--- config.mk ---
export PLATFORM = sky130hd
export DESIGN_NAME = npu_result_collector
export DESIGN_NICKNAME = d
export VERILOG_FILES = /design/src/rtl/npu_result_collector.sv
export SDC_FILE = /design/constraint.sdc
export NUM_CORES = 1
export LEC_CHECK = 0
export BUFFER_PORTS_ARGS = -buffer_cell sky130_fd_sc_hd__buf_4
export CAP_MARGIN = 25
export CELL_PAD_IN_SITES_DETAIL_PLACEMENT = 0
export CELL_PAD_IN_SITES_GLOBAL_PLACEMENT = 1
export CORE_UTILIZATION = 53
export CTS_BUF_LIST = sky130_fd_sc_hd__clkbuf_8
export DETAILED_ROUTE_END_ITERATION = 6
export GPL_ROUTABILITY_DRIVEN = 0
export GPL_TIMING_DRIVEN = 0
export HOLD_SLACK_MARGIN = 0.05
export PLACE_DENSITY = 0.92
export SLEW_MARGIN = 20
export SYNTH_ARGS = -nofsm -noshare
export SYNTH_HDL_FRONTEND = slang
export SYNTH_SLANG_ARGS = --single-unit
--- constraint.sdc ---
create_clock -name clk -period 3.73 [get_ports clk]
set_input_delay 0 -clock clk [delete_from_list [all_inputs] [get_ports clk]]
set_output_delay 0 -clock clk [all_outputs]
set_load 0.02 [all_outputs]
--- src/rtl/npu_result_collector.sv ---
// Result collector for the NPU output stream: buffers one inference worth of
// signed 8-bit class scores, tracks the running argmax and serves them on a word-addressed read port.
module npu_result_collector #(
   parameter int unsigned NUM_CLASSES = 10,
   parameter int unsigned ADDR_W      = 4
) (
   input  logic              clk,
   input  logic              reset,
   input  logic              start,
   input  logic [7:0]        d_out,
   input  logic              d_valid,
   input  logic              read,
   input  logic [ADDR_W-1:0] address,
   output logic [31:0]       readdata,
   output logic              done
);

   localparam int unsigned CNT_W     = $clog2(NUM_CLASSES + 1);
   localparam int unsigned NUM_WORDS = (NUM_CLASSES + 3) / 4;
   localparam int unsigned FLAT_W    = NUM_WORDS * 32;

   typedef enum logic [1:0] {
      ST_IDLE    = 2'd0,
      ST_COLLECT = 2'd1,
      ST_DONE    = 2'd2
   } state_t;

   state_t             r_state;
   logic               r_done;
   logic               r_overflow;
   logic [CNT_W-1:0]   r_count;
   logic [7:0]         r_score [NUM_CLASSES];
   logic [7:0]         r_max_score;
   logic [7:0]         r_max_idx;
   logic [31:0]        r_readdata;

   logic [FLAT_W-1:0]  w_flat;
   logic [31:0]        w_words [NUM_WORDS];
   logic [31:0]        w_status;
   logic [31:0]        w_argmax;
   logic [31:0]        w_addr_ext;
   logic [31:0]        w_rdata;
   logic               w_last;
   logic               w_new_max;

   // Pack scores little-endian into words; padding bytes past the last class read as zero.
   for (genvar g = 0; g < int'(NUM_WORDS * 4); g++) begin : g_pack
      if (g < int'(NUM_CLASSES)) begin : g_used
         assign w_flat[g*8 +: 8] = r_score[g];
      end else begin : g_pad
         assign w_flat[g*8 +: 8] = 8'h00;
      end
   end

   for (genvar k = 0; k < int'(NUM_WORDS); k++) begin : g_word
      assign w_words[k] = w_flat[k*32 +: 32];
   end

   assign w_status   = {16'h0000, 8'(r_count), 4'h0, 2'(r_state), r_overflow, r_done};
   assign w_argmax   = {16'h0000, r_max_idx, r_max_score};
   assign w_addr_ext = 32'(address);
   assign w_last     = (r_count == CNT_W'(NUM_CLASSES - 1));
   assign w_new_max  = ($signed(d_out) > $signed(r_max_score));

   // Read-data mux; unmapped addresses return zero.
   always_comb begin
      w_rdata = 32'h0000_0000;
      if (w_addr_ext == 32'd0) begin
         w_rdata = w_status;
      end else if (w_addr_ext == 32'd1) begin
         w_rdata = w_argmax;
      end else begin
         for (int k = 0; k < int'(NUM_WORDS); k++) begin
            if (w_addr_ext == 32'(k + 2)) begin
               w_rdata = w_words[k];
            end
         end
      end
   end

   // Control FSM, score buffer and read register.
   always_ff @(posedge clk) begin
      if (reset) begin
         r_state     <= ST_IDLE;
         r_done      <= 1'b0;
         r_overflow  <= 1'b0;
         r_count     <= '0;
         r_max_score <= 8'h80;
         r_max_idx   <= 8'h00;
         r_readdata  <= 32'h0000_0000;
         for (int i = 0; i < int'(NUM_CLASSES); i++) begin
            r_score[i] <= 8'h00;
         end
      end else begin
         if (read) begin
            r_readdata <= w_rdata;
         end

         // start wins over any byte presented in the same cycle.
         if (start) begin
            r_state     <= ST_COLLECT;
            r_done      <= 1'b0;
            r_overflow  <= 1'b0;
            r_count     <= '0;
            r_max_score <= 8'h80;
            r_max_idx   <= 8'h00;
            for (int i = 0; i < int'(NUM_CLASSES); i++) begin
               r_score[i] <= 8'h00;
            end
         end else begin
            case (r_state)
               ST_IDLE: begin
                  if (d_valid) begin
                     r_overflow <= 1'b1;
                  end
               end
               ST_COLLECT: begin
                  if (d_valid) begin
                     r_score[r_count] <= d_out;
                     r_count          <= r_count + CNT_W'(1);
                     if (w_new_max) begin
                        r_max_score <= d_out;
                        r_max_idx   <= 8'(r_count);
                     end
                     if (w_last) begin
                        r_state <= ST_DONE;
                        r_done  <= 1'b1;
                     end
                  end
               end
               ST_DONE: begin
                  if (d_valid) begin
                     r_overflow <= 1'b1;
                  end
               end
               default: begin
                  r_state <= ST_IDLE;
                  r_done  <= 1'b0;
               end
            endcase
         end
      end
   end

   assign readdata = r_readdata;
   assign done     = r_done;

endmodule

Word-level counts from Yosys, hierarchy flattened
Memory sizes are Yosys's and may differ from the RTL's.
Index checks and enable logic that the tools add are counted.
{"block": "classes", "addsub": 1, "magnitude_cmp": 1, "n_eq_ne": 12, "mux": 35, "bitwise": 11, "n_reduce_logical": 10}
{"op": "$mux W32", "n": 5}
{"op": "$mux W8", "n": 11}
{"op": "$logic_not A32 Y1", "n": 1}
{"op": "$mux W1", "n": 14}
{"op": "$or A1 B1 Y1", "n": 10}
{"op": "$reduce_and A3 Y1", "n": 3}
{"op": "$eq A4 B2 Y1 const B", "n": 2}
{"op": "$gt A8 B8 Y1", "n": 1}
{"op": "$reduce_or A8 Y1", "n": 1}
{"op": "$ne A3 B3 Y1 const B", "n": 2}
{"op": "$add A4 B1 Y4 const B", "n": 1}
{"op": "$eq A4 B1 Y1 const B", "n": 1}
{"op": "$eq A4 B3 Y1 const B", "n": 1}
{"op": "$eq A4 B4 Y1 const B", "n": 1}
{"op": "$mux W2", "n": 2}
{"op": "$mux W4", "n": 1}
{"op": "$ne A2 B2 Y1 const B", "n": 2}
{"op": "$pmux W2 S2", "n": 1}
{"op": "$reduce_and A2 Y1", "n": 2}
{"op": "$reduce_or A2 Y1", "n": 2}
{"op": "$eq A2 B1 Y1 const B", "n": 1}
{"op": "$eq A2 B2 Y1 const B", "n": 1}
{"op": "$logic_not A2 Y1", "n": 1}
{"op": "$ne A2 B1 Y1 const B", "n": 1}
{"op": "other kinds (2)", "n": 2}
{"block": "totals", "register_bits": 52, "ramBits": 80, "inputBits": 17, "out_inout_bits": 33, "elab_cells": 79, "memories": 1}
{"memory": "r_score", "depth": 10, "width": 8, "read_ports": 10, "rd_ports_with_merged_regs": 0, "wr": 10, "line_no": "32", "text": "logic [7:0] r_score [NUM_CLASSES];"}

Logic depth before layout (Yosys ltp)
Gate-level depths: netlist of the first run.
{"block": "logic_depth", "word_depth": 7, "depth_mapped": 9, "ltp_nobuf": 7}

Least setup slack after synthesis of the first run
OpenSTA, ideal clock, no wires.
{"block": "synth_path", "path_kind": "register to register", "from": "register r_state[1]", "to": "memory r_score[6][0] (enable)", "setup_ns": 0.329, "arrival_time_ns": 1.481, "required_ns": 3.401, "setup_slack_ns": 1.920, "path_stages_with_launch": 8, "path_buffers": 2, "period_less_slack_ns": 1.810, "path_cell_list": "dfxtp_1 -> and3b_1 -> buf_4 -> nand3_1 -> nor2_2 -> buf_2 -> nand2_1 -> nand2_1"}
{"element": "from (decl)", "line_no": "28", "text": "state_t r_state;"}
{"element": "from (signal assigned)", "line_no": "84", "text": "r_state <= ST_IDLE;"}
{"element": "from (signal assigned)", "line_no": "101", "text": "r_state <= ST_COLLECT;"}
{"element": "from (signal assigned)", "line_no": "126", "text": "r_state <= ST_DONE;"}
{"element": "to (decl)", "line_no": "32"}

==> results of run 1 <==
[critical path: stages]
cell,delay (ns)
sky130_fd_sc_hd__dlygate4sd3_1,0.54
sky130_fd_sc_hd__buf_4,0.16
sky130_fd_sc_hd__nor2_2,0.34
sky130_fd_sc_hd__clkbuf_1,0.47
sky130_fd_sc_hd__clkbuf_1,0.55
sky130_fd_sc_hd__nand2_1,0.43
[worst max-delay path by stage]
stage	to	slack [ns]	cells after the start
floorplan	r_score[6][0]	1.92	7
global placement	r_score[6][2]	1.51	7
detailed placement	r_score[6][0]	1.49	7
CTS	r_score[6][0]	1.44	6
global route	r_max_idx[1]	1.21	11
finish	r_score[5][0]	1.35	6
[kinds of logic after synthesis]
kind of cell,share of synthesized area [%]
flops,54.4
simple gates,19.8
mux,1.27
fa+ha+maj,2.39
xor+xnor,0.418
buf+inv,5.11
compound gates,16.6
[metal layers]
metal	wire, um	track usage, %	vias up
li1	-	-	2404
met3	1330	6.12	40
met2	7980	45.7	241
met4	469	11.3	0
met1	7190	39.0	2445
met5	0	0	-
[layout make-up]
cell class / count / area, um2
Inverter: 15 / 56.3
Buffer: 57 / 265
Fill cell: 907 / 4020
Clock buffer: 18 / 248
Sequential cell: 131 / 3420
Clock inverter: 14 / 241
Timing Repair Buffer: 66 / 541
Multi-Input combinational cell: 399 / 2540
Tap cell: 143 / 179
[what timing repair did]
item                                    4_1_cts  5_1_grt
resized for setup                             0        0
hold buffers                                 18        0
endpoints found under the hold margin        20        0
endpoints found under the setup margin        0        0
[metrics by stage]
step                power, mW  utilization [%]
CTS                      3.36             65.1
global placement         1.89             59.3
floorplan                1.79                -
detailed placement       1.90             59.3
finish                   3.37             65.1
global route             3.46             65.1
[flip-flops by register name, indices dropped and copies added, names as in the netlist]
signal and count:
r_state 2, r_count 4, readdata 32, r_score 80, r_max_idx 4, r_overflow 1, r_max_score 8
[power breakdown]
| group | total, mW | internal (mW) | switching [mW] | leakage [nW] |
|---|---|---|---|---|
| logic | 0.289 | 0.0991 | 0.190 | 1.54 |
| registers | 1.60 | 1.58 | 0.0187 | 1.30 |
| clock network | 1.49 | 0.935 | 0.554 | 0.252 |
[synthesized netlist by cell type, types with 3 or more instances]
library cell	number	area share, %
sky130_fd_sc_hd__edfxtp_1	80	38
sky130_fd_sc_hd__a21o_1	5	0.60
sky130_fd_sc_hd__inv_1	14	0.84
sky130_fd_sc_hd__nor3_1	13	1.0
sky130_fd_sc_hd__mux2i_1	8	1.3
sky130_fd_sc_hd__nand2b_1	5	0.50
sky130_fd_sc_hd__a22oi_1	20	2.4
sky130_fd_sc_hd__and2_1	18	1.8
sky130_fd_sc_hd__a222oi_1	3	0.48
sky130_fd_sc_hd__o311ai_1	11	1.5
sky130_fd_sc_hd__nor2_1	54	3.2
sky130_fd_sc_hd__nand4_1	13	1.3
sky130_fd_sc_hd__a21oi_1	25	2.0
sky130_fd_sc_hd__or4_1	3	0.36
sky130_fd_sc_hd__nand2_1	42	2.5
sky130_fd_sc_hd__o21ai_0	7	0.56
sky130_fd_sc_hd__o21ai_1	20	1.6
sky130_fd_sc_hd__o221ai_1	4	0.56
sky130_fd_sc_hd__buf_2	17	1.4
sky130_fd_sc_hd__buf_1	3	0.18
sky130_fd_sc_hd__buf_4	4	0.48
sky130_fd_sc_hd__clkbuf_1	31	1.8
sky130_fd_sc_hd__dfxtp_1	51	16
sky130_fd_sc_hd__nor2_2	3	0.30
sky130_fd_sc_hd__ha_1	12	2.4
sky130_fd_sc_hd__o311a_1	6	0.95
sky130_fd_sc_hd__a2bb2oi_1	16	2.2
sky130_fd_sc_hd__and3_1	69	6.9
sky130_fd_sc_hd__a211oi_2	5	0.99
==> Implementation_results.wiki, run 1 <==
{| class="wikitable"
! Metric !! Value
|-
| Aggregate negative setup slack || 0 ns
|-
| Count of nets after finishing || roughly 720
|-
| Startpoint of the worst-slack reg-to-reg timing path || r_state[1]
|-
| Yosys reg bits || 131
|-
| Post-DP HPWL || 11,600 um
|-
| Gr usage total || 28.9%
|-
| FMAX || between 400 and 500 MHz
|-
| Pin count of the biggest net entering global routing || 17
|-
| Standard-cell row count || 39
|-
| Distinct cells, synth || just under 60
|-
| Clock tree sinks || 131
|-
| Post-CTS setup-driven buffer insertion count || 0
|-
| Synth warn || 0
|-
| Total instance count after detailed placement || 793
|-
| Router iterations before antenna repair || 7
|-
| Count of maximum capacitance violations || 0
|-
| Endpoints failing hold || 0
|-
| Max Fanout on Critical Path || 10
|-
| Total via count in the routed design || 5,130
|-
| Floorplan die width || roughly 110 um
|-
| Final setup violation count || 0
|-
| Io pins || 50
|-
| Clock Root Buffer || sky130_fd_sc_hd__clkbuf_8
|-
| Drt first-iter violations || around 540
|-
| Post-detailed-route via-to-cell ratio || 6.09
|-
| Worst skew pair latency || between 0.4 and 0.5 ns
|-
| Congestion Overflow GR || 0
|-
| Clock Path Buffers || 2
|-
| Wire length per cell after detailed routing || between 20 and 25 um
|-
| Initial cell density of the core || between 50% and 60%
|-
| Status || finished with violations
|-
| Ratio of cells with drive above 1 in the final layout || about 17%
|-
| Worst Reg-to-Reg Cells || 7
|-
| Setup repair after global routing missed its margin || no
|-
| Num CTS Buffers || 17
|-
| Total placed instance area || between 0.006 and 0.007 mm2
|-
| Worst slack on hold paths || 0.0950 ns
|-
| Final std cells w/o fill || between 800 and 900
|-
| Top library cells by usage in the layout, fill and taps aside || sky130_fd_sc_hd__edfxtp_1, sky130_fd_sc_hd__and3_1, sky130_fd_sc_hd__nor2_1, sky130_fd_sc_hd__buf_4, sky130_fd_sc_hd__dfxtp_1
|-
| Critical R2R Capture || r_score[5][0]
|-
| Startpoint of the most critical setup path || reset
|-
| Share of async-settable or async-resettable flops after synthesis || 0%
|-
| Final number of max-transition violations || 0
|-
| Area grow syn2layout || 19.2%
|-
| Post-route ant nets || 0
|-
| Clock skew after layout || 0.0156 ns
|-
| DP Worst Slack || ~1.5 ns
|-
| Endpoint required time on the critical path || approximately 3.8 ns
|-
| Number of cells traversed by the worst hold path || 3
|-
| Clock-pin slew on the worst setup and hold paths || 0.07 ns
|-
| H-tree Lvls || 4
|-
| Wire length of the first global-routing pass || roughly 27,000 um
|-
| Static power due to leakage || slightly above 3 nW
|-
| Syn_nets || 631
|-
| Worst hold path startpoint || address[3]
|-
| Maximum vdd drop || roughly 0.38 mV
|-
| Most frequently used flop master after synthesis || sky130_fd_sc_hd__edfxtp_1
|-
| Worst min-delay path category || primary input to flip-flop
|-
| EDFF count, synth || 80
|-
| Critical Path End Type || flip-flop
|-
| Syn_area_per_cell || between 10 and 15 um2
|-
| Relative slew slack || about 47%
|-
| Startpoint-to-endpoint class of the critical path || primary input to flip-flop
|-
| Sequential fraction of the synthesis area || between 50 and 60%
|-
| Number of global-route vias before repair || just over 5,000
|-
| Final routed DRC violation total || 6
|-
| CP startpoint kind || primary input
|-
| CORE AREA || approximately 0.012 mm2
|-
| Ratio of final minimum period to clock period || 63.9%
|-
| Die Outline Area || about 0.012 mm2
|-
| Slew at the pin closest to its max-slew limit || between 0.7 and 0.8 ns
|-
| Internal reg-to-reg setup slack || ~1.4 ns
|-
| Final Routed Wirelength || between 15,000 and 20,000 um
|-
| Diode count || 0
|-
| Post-Synthesis Cell Area || 0.00629 mm2
|-
| Worst path setup slack after routing || 1.35 ns
|-
| Antenna violations before repair || 0
|-
| Most frequent standard cell in the layout excluding fill and tap cells || sky130_fd_sc_hd__edfxtp_1
|-
| Final design instance area without fill || ~0.0075 mm2
|-
| Number of I/O port buffers || 48
|-
| Worst-case hold path end point || readdata[4]
|-
| Clock tree from TritonCTS || yes
|-
| Final critical path time including I/O delays and setup || 2.38 ns
|-
| Power density of the placed cells || 450 mW/mm2
|-
| Violated checks || DRC
|-
| Synthesized instance count || around 600
|-
| Critical Path AT || ~2.5 ns
|-
| Die outline height || around 110 um
|}
(Power assumes the default switching activity.)
==> run 2: changes to the inputs <==
--- a/config.mk
+++ b/config.mk
@@ -5,17 +5,18 @@
 export SDC_FILE = /design/constraint.sdc
 export NUM_CORES = 1
 export LEC_CHECK = 0
+export ABC_AREA = 1
 export BUFFER_PORTS_ARGS = -buffer_cell sky130_fd_sc_hd__buf_4
 export CAP_MARGIN = 25
 export CELL_PAD_IN_SITES_DETAIL_PLACEMENT = 0
 export CELL_PAD_IN_SITES_GLOBAL_PLACEMENT = 1
-export CORE_UTILIZATION = 53
+export CORE_UTILIZATION = 43
 export CTS_BUF_LIST = sky130_fd_sc_hd__clkbuf_8
 export DETAILED_ROUTE_END_ITERATION = 6
 export GPL_ROUTABILITY_DRIVEN = 0
 export GPL_TIMING_DRIVEN = 0
 export HOLD_SLACK_MARGIN = 0.05
-export PLACE_DENSITY = 0.92
+export PLACE_DENSITY = 0.83
 export SLEW_MARGIN = 20
 export SYNTH_ARGS = -nofsm -noshare
 export SYNTH_HDL_FRONTEND = slang
==> constraint.sdc (replaced) <==
create_clock -name clk -period 2.1 [get_ports clk]
set_input_delay 0 -clock clk [delete_from_list [all_inputs] [get_ports clk]]
set_output_delay 0 -clock clk [all_outputs]
set_load 0.02 [all_outputs]
==> Implementation_results.wiki, run 2 <==
{| class="wikitable"
! Metric !! Value
|-
| Io pins || 50 (unchanged)
|-
| Gr usage total || 22.3% (-6.6 points)
|-
| Post-route ant nets || 0 (unchanged)
|-
| Fraction of met3 tracks used by global routing || 4.57% (-1.6 points)
|-
| Worst path setup slack after routing || 0.0807 ns (-1.26 ns)
|-
| Worst Reg-to-Reg Cells || 3 (-4)
|-
| Share of async-settable or async-resettable flops after synthesis || 0% (unchanged)
|-
| Final design instance area without fill || 0.00680 mm2 (-9.4%)
|-
| Status || finished clean
|-
| Final critical path time including I/O delays and setup || a little over 2 ns
|-
| EDFF count, synth || 80 (unchanged)
|-
| Count of nets after finishing || 718 (+0.28%)
|-
| Floorplan die width || 117 um (+5.2%)
|-
| Sequential fraction of the synthesis area || 60.5% (+6.0 points)
|-
| Syn_nets || 637 (+0.95%)
|-
| Distinct cells, synth || 32 (-46%)
|-
| Top library cells by usage in the layout, fill and taps aside || sky130_fd_sc_hd__nand2_1, sky130_fd_sc_hd__nor2_1, sky130_fd_sc_hd__edfxtp_1, sky130_fd_sc_hd__dfxtp_1, sky130_fd_sc_hd__a21oi_1
|-
| Router iterations before antenna repair || 6 (-1)
|-
| Syn_area_per_cell || 9.31 um2 (-11%)
|-
| DP Worst Slack || -0.0770 ns (-1.57 ns)
|-
| Final std cells w/o fill || 874 (+3.7%)
|-
| Count of maximum capacitance violations || 0 (unchanged)
|-
| Initial cell density of the core || 44.5% (-10 points)
|-
| Clock-pin slew on the worst setup and hold paths || 0.07 ns (about the same)
|-
| Internal reg-to-reg setup slack || 0.08 ns (-1.35 ns)
|-
| Worst-case hold path end point || readdata[7]
|-
| Dominant cell by count in the synthesized netlist || sky130_fd_sc_hd__nand2_1
|-
| Number of cells traversed by the worst hold path || 5 (+2)
|-
| Wire length of the first global-routing pass || 21,700 um (-19%)
|-
| Cell-by-cell trace of the critical path || clkbuf_1, nand4_1, nand2_2
|-
| Clock Path Buffers || 2 (unchanged)
|-
| Total instance count after detailed placement || 827 (+4.3%)
|-
| Most frequent standard cell in the layout excluding fill and tap cells || sky130_fd_sc_hd__nand2_1
|-
| Area grow syn2layout || 20.0%
|-
| Number of I/O port buffers || 47 (-2.1%)
|-
| FMAX || between 400 and 500 MHz
|-
| Relative slew slack || 50.7% (+3.2 points)
|-
| Endpoint required time on the critical path || 2.22 ns (-1.62 ns)
|-
| Synthesized instance count || 608 (+1.0%)
|-
| CORE AREA || 0.0127 mm2 (+10%)
|-
| Critical R2R Capture || r_score[8][3]
|-
| Worst slack on hold paths || 0.103 ns (+0.00813 ns)
|-
| Fraction of post-synthesis cell area in the top cell type by area || 42.4% (+4.2 points)
|-
| Final setup violation count || 0 (unchanged)
|-
| Post-detailed-route via-to-cell ratio || 5.18 (-15%)
|-
| Die outline height || 117 um (+5.2%)
|-
| Post-Synthesis Cell Area || 0.00566 mm2 (-10%)
|-
| Total via count in the routed design || 4,524 (-12%)
|-
| Slew at the pin closest to its max-slew limit || 0.740 ns (-0.0485 ns)
|-
| Clock tree sinks || 131 (unchanged)
|-
| Congestion Overflow GR || 0 (unchanged)
|-
| Endpoints failing hold || 0 (unchanged)
|-
| Startpoint of the worst-slack reg-to-reg timing path || r_count[3]
|-
| Post-synth top cells || sky130_fd_sc_hd__nand2_1, sky130_fd_sc_hd__nor2_1, sky130_fd_sc_hd__edfxtp_1, sky130_fd_sc_hd__dfxtp_1, sky130_fd_sc_hd__a21oi_1
|-
| Clock tree from TritonCTS || yes
|-
| Final Routed Wirelength || 14,300 um (-16%)
|-
| Routing layer with the top usage in global route || met2
|-
| Power density of the placed cells || 760 mW/mm2 (+69%)
|-
| M2 GR Usage || 38.6% (-7.1 points)
|-
| Die Outline Area || 0.0136 mm2 (+11%)
|-
| Maximum vdd drop || 0.364 mV (-4.8%)
|-
| Worst skew pair latency || 0.44 ns (-0.03 ns)
|-
| Startpoint-to-endpoint class of the critical path || flip-flop to flip-flop
|-
| Standard-cell row count || 41 (+5.1%)
|-
| Critical-path top delay cell || sky130_fd_sc_hd__nand4_1
|-
| Stage delay of the slowest cell on the critical path || 0.55 ns (about the same)
|-
| Final number of max-transition violations || 0 (unchanged)
|-
| Antenna violations before repair || 0 (unchanged)
|-
| Most frequently used flop master after synthesis || sky130_fd_sc_hd__edfxtp_1
|-
| Num CTS Buffers || 17 (unchanged)
|-
| Final routed DRC violation total || 0 (-6)
|-
| Total placed instance area || 0.00623 mm2 (-8.8%)
|-
| Wire length per cell after detailed routing || 16.4 um (-19%)
|-
| Met1 usage || 27.2% (-12 points)
|-
| Critical Path AT || 2.14 ns (-0.35 ns)
|-
| Diode count || 0 (unchanged)
|-
| Max Fanout on Critical Path || 10 (unchanged)
|-
| Ratio of final minimum period to clock period || between 90% and 100%
|-
| Clock skew after layout || 0.0110 ns (-0.00469 ns)
|-
| H-tree Lvls || 4 (unchanged)
|-
| Yosys top cell by area || sky130_fd_sc_hd__edfxtp_1
|-
| Number of global-route vias before repair || 4,289 (-15%)
|-
| Aggregate negative setup slack || 0 ns (unchanged)
|-
| Worst hold path startpoint || address[1]
|-
| Worst min-delay path category || primary input to flip-flop
|-
| Critical Path End Type || flip-flop
|-
| Flip-flop count of the largest register, all copies and words added || 80 (unchanged)
|-
| Dominant cells by area after synthesis || sky130_fd_sc_hd__edfxtp_1, sky130_fd_sc_hd__dfxtp_1, sky130_fd_sc_hd__nand2_1
|-
| Yosys reg bits || 131 (unchanged)
|-
| Register containing the most flip-flops in the final layout || r_score
|-
| Clock Root Buffer || sky130_fd_sc_hd__clkbuf_8
|-
| CP startpoint kind || flip-flop
|-
| Drt first-iter violations || 337 (-37%)
|-
| Static power due to leakage || 2.82 nW (-9.1%)
|-
| Synth warn || 0 (unchanged)
|-
| Post-DP HPWL || 10,100 um (-12%)
|-
| Pin count of the biggest net entering global routing || 17 (unchanged)
|-
| Fill cell count || 1,188 (+31%)
|-
| Ratio of cells with drive above 1 in the final layout || 15.7% (-1.0 points)
|}
[run 2: cell types whose count changed in the layout (fill, tap and decap cells not counted), moves of 13 or more]
cell	previous run	this run
sky130_fd_sc_hd__a22oi_1	20	2
sky130_fd_sc_hd__o21ai_1	20	0
sky130_fd_sc_hd__a2bb2oi_1	16	0
sky130_fd_sc_hd__inv_1	17	38
sky130_fd_sc_hd__a22o_1	0	16
sky130_fd_sc_hd__and3_1	69	1
sky130_fd_sc_hd__and2_1	18	0
sky130_fd_sc_hd__nand3_1	2	27
sky130_fd_sc_hd__a21oi_1	25	49
sky130_fd_sc_hd__nor2_1	54	112
sky130_fd_sc_hd__clkbuf_1	31	18
sky130_fd_sc_hd__nand2_1	42	133
[run 2: worst max path at each step]
stage,from,end,slack [ns]
detailed placement,r_state[1],r_score[3][5],-0.08
global placement,r_state[1],r_score[3][5],-0.05
finish,r_count[3],r_score[8][3],0.08
CTS,r_state[1],r_score[1][0],0.01
floorplan,r_state[1],r_score[4][0],0.22
global route,r_count[3],r_score[8][3],-0.0006
[run 2: metal layers]
metal  wire (um)  vias to the layer above
met1        5960                     2161
met2        7190                      142
li1            -                     2194
met4         299                        0
met3         883                       27
met5           0                        -
[run 2: where the power goes]
| group | switching (mW) | internal, mW | leakage [nW] | total, mW |
|---|---|---|---|---|
| clock | 0.973 | 0.975 | 0.198 | 1.95 |
| combinational | 0.263 | 0.120 | 1.32 | 0.384 |
| sequential | 0.0295 | 2.80 | 1.30 | 2.83 |
[run 2: final cells by class]
class	instances	area, um2	area share, %
sequential	131	3420	50.4
multi-input combinational	407	2010	29.6
timing repair buffer	62	510	7.51
clock buffer	19	262	3.85
tap	172	215	3.17
inverter	40	150	2.21
buffer	30	124	1.82
clock inverter	13	100	1.47
[run 2: cell families after synthesis]
group,share of synthesized area [%]
fa+ha+maj,2.65
buf+inv,4.77
simple gates,22.6
compound gates,9.50
flops,60.5
[run 2: worst max-delay path, delay by kind of cell (launching register included)]
kind,cells,cell delay [ns]
buf+inv,1,0.47
flops,1,0.31
simple gates,2,0.93
[run 2: per-stage QoR]
stage	power (mW)	util, %
after global routing	5.31	53.4
after global placement	3.23	49.0
final	5.16	53.4
after CTS	5.16	53.0
after detailed placement	3.24	49.0
after floorplan	3.10	-
[run 2: what timing repair did]
action / CTS / global route
endpoints found under the setup margin: 48 / 84
pin swaps: 0 / 1
hold buffers: 13 / 0
setup buffers: 0 / 2
hold endpoints to repair: 24 / 0
gates resized for setup: 6 / 12
==> run 3: changes to the inputs <==
==> constraint.sdc (replaced) <==
create_clock -name clk -period 1.8 [get_ports clk]
set_input_delay 0 -clock clk [delete_from_list [all_inputs] [get_ports clk]]
set_output_delay 0 -clock clk [all_outputs]
set_load 0.02 [all_outputs]
==> Implementation_results.wiki, run 3 (synthesis results as in run 2) <==
{| class="wikitable"
! Metric !! Value
|-
| Clock tree sinks || 131 (unchanged)
|-
| Slew at the pin closest to its max-slew limit || 0.720 ns (-0.0199 ns)
|-
| Endpoint required time on the critical path || 1.93 ns (-0.29 ns)
|-
| Worst path setup slack after routing || 0.0486 ns (-0.0321 ns)
|-
| Worst skew pair latency || 0.44 ns (about the same)
|-
| Post-DP HPWL || 9890 um (-2.5%)
|-
| Final routed DRC violation total || 0 (unchanged)
|-
| Portion of total power attributed to combinational logic || 8.6% (+1.2 points)
|-
| Wire length per cell after detailed routing || 16.5 um (+0.59%)
|-
| Max Fanout on Critical Path || 9 (-1)
|-
| Ratio of final minimum period to clock period || 97.3% (+1.1 points)
|-
| Clock Path Buffers || 2 (unchanged)
|-
| CORE AREA || 0.0127 mm2 (unchanged)
|-
| Final number of max-transition violations || 0 (unchanged)
|-
| DP Worst Slack || -0.381 ns (-0.304 ns)
|-
| Maximum vdd drop || 0.367 mV (+0.87%)
|-
| Drt first-iter violations || 353 (+4.7%)
|-
| Post-detailed-route via-to-cell ratio || 5.14 (-0.65%)
|-
| Worst min-delay path category || primary input to flip-flop
|-
| Register containing the most flip-flops in the final layout || r_score
|-
| Wire length of the first global-routing pass || 22,000 um (+1.3%)
|-
| Critical Path End Type || flip-flop
|-
| Startpoint-to-endpoint class of the critical path || flip-flop to flip-flop
|-
| Count of nets after finishing || 735 (+2.4%)
|-
| Aggregate negative setup slack || 0 ns (unchanged)
|-
| Ratio of cells with drive above 1 in the final layout || 22.3% (+6.6 points)
|-
| Power density of the placed cells || 864 mW/mm2 (+14%)
|-
| Post-route ant nets || 0 (unchanged)
|-
| Congestion Overflow GR || 0 (unchanged)
|-
| Num CTS Buffers || 17 (unchanged)
|-
| Status || finished clean
|-
| Total via count in the routed design || 4,582 (+1.3%)
|-
| Die outline height || 117 um (unchanged)
|-
| Count of maximum capacitance violations || 0 (unchanged)
|-
| Antenna violations before repair || 0 (unchanged)
|-
| Clock skew after layout || 0.0105 ns (-0.000447 ns)
|-
| Floorplan die width || 117 um (unchanged)
|-
| Sw power || 1.50 mW (+18%)
|-
| H-tree Lvls || 4 (unchanged)
|-
| Pin count of the biggest net entering global routing || 17 (unchanged)
|-
| Die Outline Area || 0.0136 mm2 (unchanged)
|-
| Number of I/O port buffers || 47 (unchanged)
|-
| Standard-cell row count || 41 (unchanged)
|-
| Area grow syn2layout || 27.3%
|-
| Worst slack on hold paths || 0.0692 ns (-0.0339 ns)
|-
| Io pins || 50 (unchanged)
|-
| Router iterations before antenna repair || 5 (-1)
|-
| Final Routed Wirelength || 14,700 um (+2.5%)
|-
| Switching part of the total power || 24.0% (-0.49 points)
|-
| Endpoints failing hold || 0 (unchanged)
|-
| Flip-flop count of the largest register, all copies and words added || 80 (unchanged)
|-
| Diode count || 0 (unchanged)
|-
| Utilization of the core after routing || 56.7% (+3.3 points)
|-
| Final setup violation count || 0 (unchanged)
|-
| Relative slew slack || 52.0% (+1.3 points)
|-
| Critical Path AT || 1.88 ns (-0.26 ns)
|-
| Clock Root Buffer || sky130_fd_sc_hd__clkbuf_8
|-
| FMAX || 571 MHz (+15%)
|-
| Final critical path time including I/O delays and setup || 1.75 ns (-0.268 ns)
|-
| Power Internal || 4.73 mW (+21%)
|-
| Clock tree from TritonCTS || yes
|-
| Static power due to leakage || 2.98 nW (+5.8%)
|-
| Power share of the clock group || 38.4% (+0.7 points)
|-
| Register share of total power || 53.0% (-1.8 points)
|-
| Initial cell density of the core || 44.5% (unchanged)
|-
| Number of global-route vias before repair || 4,387 (+2.3%)
|-
| Fill cell count || 1,096 (-7.7%)
|-
| Most frequent standard cell in the layout excluding fill and tap cells || sky130_fd_sc_hd__nand2_1
|-
| Clock-pin slew on the worst setup and hold paths || 0.07 ns (about the same)
|-
| Top library cells by usage in the layout, fill and taps aside || sky130_fd_sc_hd__nand2_1, sky130_fd_sc_hd__nor2_1, sky130_fd_sc_hd__edfxtp_1, sky130_fd_sc_hd__buf_4, sky130_fd_sc_hd__a21oi_1
|-
| Gr usage total || 22.4% (+0.12 points)
|-
| CP startpoint kind || flip-flop
|}
[run 3: metrics by stage]
stage,instance area [um2],power [mW],cells
6_report,7210,6.23,891
5_1_grt,7210,6.43,891
4_1_cts,7010,6.20,888
3_5_place_dp,6260,3.79,827
3_3_place_gp,6260,3.77,827
2_1_floorplan,5690,3.62,608
[run 3: critical path, cell delays in order, from the launching register on]
cell and delay (ns):
sky130_fd_sc_hd__dfxtp_1 0.40, sky130_fd_sc_hd__nand2_2 0.08, sky130_fd_sc_hd__nor2_2 0.12, sky130_fd_sc_hd__inv_2 0.08
sky130_fd_sc_hd__nor2_4 0.13, sky130_fd_sc_hd__inv_4 0.06, sky130_fd_sc_hd__nor3_4 0.14, sky130_fd_sc_hd__buf_12 0.16
sky130_fd_sc_hd__nand2_4 0.10, sky130_fd_sc_hd__nand2_4 0.16
[run 3: metal layers]
layer  global-route usage (%)  part of all wire (%)  vias up
met5                        0                     0        -
met2                     37.5                    50      157
met4                     10.5                   1.5        0
met3                     4.98                   7.0       17
met1                     27.7                    42     2179
li1                         -                     -     2229
[run 3: power by group through the flow]
| stage | Combinational [mW] | Clock (mW) | Sequential, mW |
|---|---|---|---|
| floorplan | 0.253 | 0 | 3.37 |
| global placement | 0.410 | 0 | 3.36 |
| detailed placement | 0.421 | 0 | 3.37 |
| CTS | 0.480 | 2.42 | 3.30 |
| global route | 0.582 | 2.54 | 3.31 |
| finish | 0.536 | 2.39 | 3.30 |
[run 3: repair_timing]
action                                 4_1_cts  5_1_grt
resized for setup                           25       41
pin swaps                                    7       11
setup endpoints to repair                  117       85
endpoints found under the hold margin       24        0
hold buffers                                16        0
gates cloned                                 0        1
buffers inserted                            14        2
[run 3: area by class of cell]
type	count	area (um2)	share of cell area, %
Inverter	40	156	2.17
Sequential cell	131	3430	47.6
Tap cell	172	215	2.98
Buffer	29	131	1.82
Clock inverter	13	121	1.68
Multi-Input combinational cell	407	2220	30.8
Timing Repair Buffer	80	671	9.30
Clock buffer	19	262	3.63
[run 3: path summary, 6_finish.rpt]
path                                   start            end  slack [ns]  depth (start not counted)
worst max register to register    r_state[0]  r_score[6][2]        0.05                          9
worst max-delay path              r_state[0]  r_score[6][2]        0.05                          9
worst min register to register  readdata[28]   readdata[28]        0.47                          2
worst min-delay path              address[1]    readdata[7]        0.07                          5
